$ cat src/rtl/operand_forward_unit.sv
// Operand forwarding for the ID/EX boundary: resolves each source against EX/MEM/WB,
// flags load-use stalls and registers the resolved operands with hold and perf counters.
module operand_forward_unit #(
  parameter int XLEN    = 32,
  parameter int RA_W    = 5,
  parameter int NUM_SRC = 2,
  parameter int FWD_WB  = 1,
  parameter int CNT_W   = 32
) (
  input  logic                    i_clk,
  input  logic                    i_reset,
  input  logic                    i_id_valid,
  input  logic [NUM_SRC*RA_W-1:0] i_id_rs_addr,
  input  logic [NUM_SRC*XLEN-1:0] i_id_rs_data,
  input  logic                    i_ex_valid,
  input  logic                    i_ex_we,
  input  logic                    i_ex_is_load,
  input  logic [RA_W-1:0]         i_ex_rd,
  input  logic [XLEN-1:0]         i_ex_result,
  input  logic                    i_mem_valid,
  input  logic                    i_mem_we,
  input  logic                    i_mem_is_load,
  input  logic [RA_W-1:0]         i_mem_rd,
  input  logic [XLEN-1:0]         i_mem_alu,
  input  logic [XLEN-1:0]         i_mem_rdata,
  input  logic                    i_mem_rdata_valid,
  input  logic                    i_wb_valid,
  input  logic                    i_wb_we,
  input  logic [RA_W-1:0]         i_wb_rd,
  input  logic [XLEN-1:0]         i_wb_data,
  input  logic                    i_advance,
  output logic [NUM_SRC*XLEN-1:0] o_op_data,
  output logic                    o_op_valid,
  output logic [NUM_SRC*2-1:0]    o_fwd_src,
  output logic                    o_stall,
  output logic [CNT_W-1:0]        o_stall_cnt,
  output logic [CNT_W-1:0]        o_fwd_cnt
);

  localparam logic [CNT_W-1:0] CntOne = 1;

  logic [NUM_SRC*XLEN-1:0] w_opData;
  logic [NUM_SRC*2-1:0]    w_fwdSel;
  logic [NUM_SRC-1:0]      w_opStall;
  logic                    w_stall;
  logic                    w_anyFwd;
  logic                    w_issueFwd;

  logic [NUM_SRC*XLEN-1:0] r_opData;
  logic                    r_opValid;
  logic [NUM_SRC*2-1:0]    r_fwdSrc;
  logic [CNT_W-1:0]        r_stallCnt;
  logic [CNT_W-1:0]        r_fwdCnt;

  // The priority chain makes a stalling EX/MEM producer shadow any older match below it.
  for (genvar g = 0; g < NUM_SRC; g++) begin : gOperand
    logic [RA_W-1:0] w_rs;
    logic            w_rsNonZero;
    logic            w_hitEx;
    logic            w_hitMem;
    logic            w_hitWb;
    logic [XLEN-1:0] w_memValue;

    assign w_rs        = i_id_rs_addr[g*RA_W +: RA_W];
    assign w_rsNonZero = (w_rs != '0);
    assign w_hitEx     = i_ex_valid & i_ex_we & (i_ex_rd == w_rs) & w_rsNonZero;
    assign w_hitMem    = i_mem_valid & i_mem_we & (i_mem_rd == w_rs) & w_rsNonZero;
    assign w_hitWb     = (FWD_WB != 0) & i_wb_valid & i_wb_we & (i_wb_rd == w_rs) & w_rsNonZero;
    assign w_memValue  = i_mem_is_load ? i_mem_rdata : i_mem_alu;

    assign w_fwdSel[g*2 +: 2] = w_hitEx  ? 2'd1 :
                                w_hitMem ? 2'd2 :
                                w_hitWb  ? 2'd3 : 2'd0;

    assign w_opData[g*XLEN +: XLEN] = w_hitEx  ? i_ex_result :
                                      w_hitMem ? w_memValue  :
                                      w_hitWb  ? i_wb_data   :
                                                 i_id_rs_data[g*XLEN +: XLEN];

    assign w_opStall[g] = w_hitEx ? i_ex_is_load
                                  : (w_hitMem & i_mem_is_load & ~i_mem_rdata_valid);
  end

  assign w_stall    = i_id_valid & (|w_opStall);
  assign w_anyFwd   = |w_fwdSel;
  assign w_issueFwd = i_advance & ~w_stall & i_id_valid & w_anyFwd;

  always_ff @(posedge i_clk) begin
    if (i_reset) begin
      r_opData   <= '0;
      r_opValid  <= 1'b0;
      r_fwdSrc   <= '0;
      r_stallCnt <= '0;
      r_fwdCnt   <= '0;
    end else begin
      if (i_advance) begin
        if (w_stall) begin
          r_opValid <= 1'b0;
          r_fwdSrc  <= '0;
        end else begin
          r_opData  <= w_opData;
          r_opValid <= i_id_valid;
          r_fwdSrc  <= w_fwdSel;
        end
      end
      if (w_stall && (r_stallCnt != '1)) begin
        r_stallCnt <= r_stallCnt + CntOne;
      end
      if (w_issueFwd && (r_fwdCnt != '1)) begin
        r_fwdCnt <= r_fwdCnt + CntOne;
      end
    end
  end

  assign o_op_data   = r_opData;
  assign o_op_valid  = r_opValid;
  assign o_fwd_src   = r_fwdSrc;
  assign o_stall     = w_stall;
  assign o_stall_cnt = r_stallCnt;
  assign o_fwd_cnt   = r_fwdCnt;

endmodule

$ cat config.mk
export PLATFORM = sky130hd
export DESIGN_NAME = operand_forward_unit
export DESIGN_NICKNAME = d
export VERILOG_FILES = /design/src/rtl/operand_forward_unit.sv
export SDC_FILE = /design/constraint.sdc
export NUM_CORES = 1
export LEC_CHECK = 0
export CAP_MARGIN = 20
export CORE_ASPECT_RATIO = 0.9
export CORE_MARGIN = 2
export CORE_UTILIZATION = 47
export CTS_BUF_LIST = sky130_fd_sc_hd__clkbuf_16
export DETAILED_ROUTE_END_ITERATION = 8
export GPL_TIMING_DRIVEN = 1
export PLACE_DENSITY = 0.95
export SYNTH_ARGS = -nofsm -noshare
export SYNTH_HDL_FRONTEND = slang
export SYNTH_SLANG_ARGS = --single-unit
export TNS_END_PERCENT = 5
$ cat constraint.sdc
create_clock -name i_clk -period 4.39 [get_ports i_clk]
set_input_delay 0.6585 -clock i_clk [delete_from_list [all_inputs] [get_ports i_clk]]
set_output_delay 0.6585 -clock i_clk [all_outputs]
set_load 0.01 [all_outputs]
Yosys cells after proc, flatten, opt, wreduce, memory -nomap -nowiden
Index checks and enable logic that the tools add are counted.

Flip-flop bits (word level): 133. Output and inout port bits: 134. Word-level logic and storage cells: 64.

$add $sub $neg: 2. Equal/unequal tests: 8. Multiplexer cells: 17. Bitwise operators: 25. Reductions and logical operators: 7.

Operators by type and width (number): two-way mux 32 bit (7); adder 32 x 1 -> 32 bit (second input constant) (2); inequality test 32 bit (second input constant) (2); equality test 5 bit (6); AND 1 bit (23); two-way mux 2 bit (6); nonzero test 5 bit (2); two-way mux 4 bit (1); OR reduction 4 bit (1); two-way mux 1 bit (3); logical AND 1 bit (2); inverter 1 bit (2); AND reduction 2 bit (1); OR reduction 2 bit (1).

Longest topological paths before layout
Gate-level depths: netlist (run 1).

Depth after elaboration: 13. Depth in mapped cells: 11. Mapped depth without buffers: 8.

Least setup slack after synthesis (run 1)
No wires, ideal clock.

Kind: input to output. From: in i_id_rs_addr[6]. To: out o_stall. Arrival: 2.202 ns. Path slack: 1.529 ns. Cell stages on the path: 8. Buffers on the path: 2. Path through: or4_4 -> nor2_4 -> or4_1 -> buf_4 -> nand2_1 -> a22oi_2 -> buf_6 -> inv_1.

Longest elaborated chain between the ends: 8. Elaborated cells between the ends (all ways): 12.

RTL lines: start: declaration (line 13) `input logic [NUM_SRC*RA_W-1:0] i_id_rs_addr,`; equality test 5 bit (line 67) `assign w_hitMem = i_mem_valid & i_mem_we & (i_mem_rd == w_rs) & w_rsNonZero;`; AND 1 bit (2 in series) (line 67); AND 1 bit (2 in series) (line 81) `: (w_hitMem & i_mem_is_load & ~i_mem_rdata_valid);`; two-way mux 1 bit * (line 80) `assign w_opStall[g] = w_hitEx ? i_ex_is_load`; OR reduction 2 bit * (line 84) `assign w_stall = i_id_valid & (|w_opStall);`; AND 1 bit * (line 84); end: declaration (line 35) `output logic o_stall,`.

Every way passes the cells marked *; elsewhere a longest branch is shown, timed or not.

Worst setup path after layout (run 1)
From: in i_id_rs_addr[5]. To: out o_stall.

The elaborated chain is that of the path after synthesis.

==> qor.csv, run 1 <==
stage,metric,value,unit
power_and_ir_drop,ir_drop,233.3,uV
timing,slew_headroom,25.99,%
final_layout,syn_to_final_growth,50.15,%
setup_path,path_cells,"clkdlybuf4s50_1, xnor2_1, nand4_1, or4_1, nand2_1, a22oi_2, inv_1, clkdlybuf4s50_1",
yosys,synth_edf_count,0,
yosys,synth-main-ff-cell,dfxtp_1,
timing,fin_crit_sh,91.94,%
yosys,yosysMostFrequentCell,nand2_1,
setup_path,path_class,in2out,
yosys,syn_nets,1306,
clock_tree,cts_tree,done,
routing,wl_met1,12.83,mm
yosys,synth_seq_cells,133,
place,detailed_place_hpwl,23.89,mm
clock_tree,ctsHoldBuffers,0,
hold_path,hold_path.class,reg2reg,
setup_path,r2r_slack,1.37,ns
grt,grt_overflow,0,
die,core,17730,um^2
die,dieArea,19320,um^2
routing,drtIter0Drc,780,
timing,fin_crit,4.036,ns
setup_path,cp_slowest_cell,clkdlybuf4s50_1,
clock_tree,clk_latency,0.42,ns
routing,dr_wl_met2,16.10,mm
hold_path,min_from,o_fwd_src[0]$_SDFFE_PP0P_,
routing,viasPerCell,6.002,
clock_tree,cts_setup_buffers,0,
routing,wirelength,32.53,mm
yosys,synth_area_leaders,"dfxtp_1 31%, nand2_1 8.5%, mux2i_1 7.5%",
routing,wl_met3,2.276,mm
power_and_ir_drop,power_leakage,4.338,nW
clock_tree,post_cts_resized,0,
routing,wl_per_cell,19.81,um
hold_path,whs_endpoint,o_fwd_src[0]$_SDFFE_PP0P_,
timing,setup_tns,0,ns
grt,antenna_found_initial,1,
routing,top_layer,met4,
final_layout,final_cells,1642,
power_and_ir_drop,p_per_area,259.6,nW/um^2
final_layout,nFillCells,1337,
setup_path,critPathMaxStageDelay,0.64,ns
clock_tree,clockBufferDepth,2,
die,start_util,48.32,%
place,dp_slack,0.3865,ns
setup_path,crit_arrival,3.38,ns
die,ios,364,
timing,max_slew.worst_pin.slew,1.110,ns
hold_path,hold-path-cell-count,2,
setup_path,cp-end-kind,output port,
grt,grt_pass1_wl,50.33,mm
routing,drc,0,
clock_tree,cts_buffers,17,
clock_tree,cts.sinks,133,
timing,setup_ws,0.3536,ns
timing,fmax,0.2477,GHz
setup_path,critPathRequiredTime,3.73,ns
setup_path,cp_top_family,buffers and inverters,
yosys,yosys-top-cells-count,"194 x nand2_1, 133 x dfxtp_1, 82 x nor2_1",
yosys,synth_area_per_cell,7.976,um^2
setup_path,worst_r2r_path_depth,9,
yosys,yosysTopAreaCell,dfxtp_1,
yosys,yosysWarnings,0,
yosys,synthArstFlopShare,0,%
clock_tree,clockRootBuffer,clkbuf_16,
yosys,synth_top_area_share,31.08,%
yosys,ys_types,54,
yosys,netlist_instances,1074,
timing,rsz0062_at_grt,no,
die,die_h,132.1,um
final_layout,drive_gt1_share,7.780,%
place,place_congestion,0.9633,
status,run_status,finished clean,
timing,finalSetupViolCount,0,
setup_path,cp-start-kind,input pin,
clock_tree,cts.htree.levels,4,
setup_path,r2r_end,o_fwd_cnt[11]$_SDFFE_PP0P_,
timing,slew_violations,0,
yosys,yosysSeqAreaShare,31.08,%
grt,grt_max_degree,109,
setup_path,path_depth,8,
setup_path,worstSetupStartpoint,i_id_rs_addr[5],
timing,hold_violations,0,
routing,ant_nets,0,
routing,first_pass_iters,5,
yosys,synth_area,8566,um^2
grt,grt_pass1_vias,9452,
place,port_buffers,363,
clock_tree,clk_pin_slew,0.06,ns
timing,timing.hold.ws,0.4584,ns
die,die_x,146.3,um
routing,num_vias,9856,
setup_path,critPathMaxFanout,5,
place,place_inst,1608,
final_layout,nets,1620,
grt,grt_usage,32.31,%
setup_path,rr_startpoint,o_fwd_cnt[0]$_SDFFE_PP0P_,
setup_path,crit_buf_inv,3,
timing,skew,0.008714,ns
die,rows,46,
flow_run,drv_cap,0,
setup_path,crit_top_cell,clkdlybuf4s50_1,
per-layer routing:
| layer | GRT usage (%) | vias up |
|---|---|---|
| met5 | 0 | - |
| met4 | 14.24 | 0 |
| met3 | 5.882 | 86 |
| met2 | 56.08 | 522 |
| met1 | 39.16 | 4626 |
| li1 | - | 4622 |
registers in the layout, summed over array words and instances, names as in the netlist:
name / count
o_fwd_cnt: 32
o_fwd_src: 4
o_op_data: 64
o_op_valid: 1
o_stall_cnt: 32
cell usage in the layout, fill, tap and decap left out, drive strengths merged, types with 41 or more instances in the layout:
cell type	n
clkdlybuf4s50	361
nand2	194
dfxtp	133
nor2	85
a311oi	64
mux2i	64
a21oi	54
nand3	52
or4	48
mux2	43
o31ai	41
cell families (layout without fill, tap and decap cells):
group,Yosys count,in the layout,share of synthesized area [%]
buf+inv,101,428,5.595
mux,107,107,13.13
other cells,0,1,0
flops,133,133,31.08
simple gates,478,478,27.62
compound gates,222,222,19.11
xor+xnor,31,31,3.170
fa+ha+maj,2,2,0.2921
worst register-to-register path, stage by stage, from the launching register on:
cell and delay [ns]:
dfxtp_1 0.45, ha_1 0.23, and4_1 0.26, and4_1 0.28
nand4b_1 0.21, nor3_1 0.49, o21bai_2 0.36, buf_4 0.34
or4_1 0.16, a21oi_1 0.07
how the worst max path moves through the flow:
stage / endpoint / slack, ns
after floorplan: o_stall / 1.53
after global placement: o_stall / 0.47
after detailed placement: o_stall / 0.39
after CTS: o_stall / 0.39
after global routing: o_stall / 0.26
final: o_stall / 0.35
power by group:
part	internal (mW)	switching, mW	leakage, nW	total (mW)
Clock	0.840	0.575	0.277	1.41
Sequential	1.25	0.0257	1.09	1.28
Combinational	0.365	0.280	2.97	0.645
Total	2.46	0.881	4.34	3.34
per-stage QoR:
stage / power (mW) / instance area (um^2) / utilization [%]
final: 3.338 / 12860 / 72.55
after global routing: 3.453 / 12860 / 72.55
after CTS: 3.349 / 12850 / 72.51
after detailed placement: 1.942 / 12270 / 69.23
after global placement: 1.928 / 12270 / 69.23
after floorplan: 1.557 / 8566 / -
final cells by class:
cell class | count | area (um^2) | share of cell area, %
Timing Repair Buffer | 384 | 3806 | 29.59
Sequential cell | 133 | 2663 | 20.70
Tap cell | 240 | 300.3 | 2.335
Antenna cell | 1 | 2.502 | 0.01946
Clock buffer | 17 | 425.4 | 3.308
Multi-Input combinational cell | 840 | 5463 | 42.47
Clock inverter | 15 | 156.4 | 1.216
Inverter | 12 | 45.04 | 0.3502
Note: power is estimated with default switching activity, not from simulation.
==> run 2, diff against run 1 <==
PLACE_DENSITY = 0.87   (was 0.95)
==> qor.csv, run 2 (same netlist as run 1, synthesis figures left out) <==
stage,metric,value,unit
setup_path,worstSetupStartpoint,i_id_rs_addr[7],
timing,fin_crit_sh,93.32,%
die,die_h,132.1,um
power_and_ir_drop,power_leakage,4.367,nW
place,place_congestion,0.9775,
setup_path,crit_arrival,3.44,ns
hold_path,hold_path.class,reg2reg,
power_and_ir_drop,ir_drop,277.9,uV
routing,wl_per_cell,20.20,um
clock_tree,cts.sinks,133,
grt,antenna_found_initial,2,
clock_tree,clockRootBuffer,clkbuf_16,
timing,fin_crit,4.097,ns
die,rows,46,
clock_tree,cts.htree.levels,4,
routing,first_pass_iters,7,
power_and_ir_drop,power,3.456,mW
final_layout,multi_input_area,5463,um^2
setup_path,path_cells,"clkdlybuf4s50_1, or4_4, nor2_4, or4_1, nand2_1, a22oi_2, inv_1, clkdlybuf4s50_1",
timing,slew_violations,0,
clock_tree,post_cts_resized,0,
setup_path,cp-end-kind,output port,
setup_path,crit_buf_inv,3,
routing,viasPerCell,5.950,
place,detailed_place_hpwl,24.29,mm
clock_tree,ctsHoldBuffers,0,
setup_path,critPathRequiredTime,3.73,ns
timing,skew,0.008101,ns
grt,grt_pass1_vias,9343,
setup_path,path_class,in2out,
timing,max_slew.worst_pin.slew,0.9071,ns
power_and_ir_drop,p_per_area,268.0,nW/um^2
final_layout,nets,1620,
clock_tree,cts_buffers,17,
timing,rsz0062_at_grt,no,
routing,ant_nets,0,
final_layout,final_common_cell,clkdlybuf4s50_1,
grt,grt_pass1_wl,51.69,mm
timing,finalSetupViolCount,0,
clock_tree,clk_pin_slew,0.05,ns
timing,setup_ws,0.2932,ns
setup_path,crit_top_cell,clkdlybuf4s50_1,
setup_path,path_depth,8,
place,dpl_cell_area,12260,um^2
die,start_util,48.32,%
grt,grt_max_degree,129,
setup_path,cp-start-kind,input pin,
setup_path,critPathMaxStageDelay,0.58,ns
timing,fmax,0.2441,GHz
final_layout,utilization,72.74,%
final_layout,final_area,12890,um^2
place,port_buffers,363,
place,place_inst,1608,
setup_path,r2r_end,o_fwd_cnt[7]$_SDFFE_PP0P_,
final_layout,drive_gt1_share,7.852,%
grt,grt_usage,33.51,%
die,dieArea,19320,um^2
setup_path,critPathMaxFanout,5,
routing,wirelength,33.18,mm
timing,hold_violations,0,
setup_path,cp_slowest_cell,or4_4,
die,die_x,146.3,um
final_layout,syn_to_final_growth,50.54,%
flow_run,drv_cap,0,
setup_path,cp-endpoint,o_stall,
setup_path,worst_r2r_path_depth,9,
status,run_status,finished clean,
setup_path,rr_startpoint,o_fwd_cnt[0]$_SDFFE_PP0P_,
grt,grt_overflow,0,
die,core,17730,um^2
final_layout,layout_common_cells,"361 x clkdlybuf4s50_1, 194 x nand2_1, 133 x dfxtp_1",
clock_tree,clockBufferDepth,2,
die,ios,364,
timing,setup_tns,0,ns
clock_tree,cts_tree,done,
final_layout,nFillCells,1398,
final_layout,register_area,2663,um^2
clock_tree,clk_latency,0.42,ns
clock_tree,cts_setup_buffers,0,
final_layout,final_cells,1642,
timing,slew_headroom,39.53,%
routing,drtIter0Drc,848,
timing,timing.hold.ws,0.4612,ns
place,dp_slack,0.3359,ns
routing,drc,0,
setup_path,cp_top_family,simple AND/OR/NAND/NOR gates,
final_layout,largest_reg_flops,64,
routing,num_vias,9770,
setup_path,r2r_slack,1.57,ns
run 2: cell types whose count changed in the layout (fill, tap and decap cells not counted), sizes merged:
| cell | previous run | this run |
|---|---|---|
| clkinvlp | 5 | 1 |
| inv | 18 | 17 |
| clkbuf | 18 | 17 |
| clkinv | 2 | 5 |
| bufinv | 2 | 4 |
| buf | 22 | 23 |
run 2: layout make-up:
type / instances / area share, %
Timing Repair Buffer: 384 / 29.42
Sequential cell: 133 / 20.65
Clock inverter: 15 / 1.572
Tap cell: 240 / 2.329
Inverter: 12 / 0.3493
Multi-Input combinational cell: 840 / 42.36
Clock buffer: 17 / 3.299
Antenna cell: 1 / 0.01941
run 2: how the worst min path moves through the flow:
stage	start	to	slack, ns	depth (start not counted)
final	o_fwd_src[0]$_SDFFE_PP0P_	o_fwd_src[0]$_SDFFE_PP0P_	0.46	2
after global routing	o_fwd_src[2]$_SDFFE_PP0P_	o_fwd_src[2]$_SDFFE_PP0P_	0.50	2
after CTS	o_fwd_src[1]$_SDFFE_PP0P_	o_fwd_src[1]$_SDFFE_PP0P_	0.47	2
after detailed placement	o_fwd_src[0]$_SDFFE_PP0P_	o_fwd_src[0]$_SDFFE_PP0P_	0.45	2
after global placement	o_fwd_src[2]$_SDFFE_PP0P_	o_fwd_src[2]$_SDFFE_PP0P_	0.44	2
after floorplan	o_fwd_src[1]$_SDFFE_PP0P_	o_fwd_src[1]$_SDFFE_PP0P_	0.48	2
run 2: routing by layer:
layer	wire length, um	vias to the layer above	track usage (%)
met5	16	-	0
li1	-	4615	-
met1	12970	4603	40.77
met3	2546	73	7.509
met2	16650	477	58.33
met4	991	2	11.87
run 2: power breakdown:
part | total [mW] | leakage (nW) | internal (mW) | switching, mW
Combinational | 0.648 | 2.97 | 0.365 | 0.283
Clock | 1.53 | 0.310 | 0.956 | 0.575
Sequential | 1.28 | 1.09 | 1.25 | 0.0255
run 2: tightest hold or removal path: stages, from the launching register on:
cell and delay [ns]:
dfxtp_1 0.33, nand2_1 0.05, o21ai_0 0.06
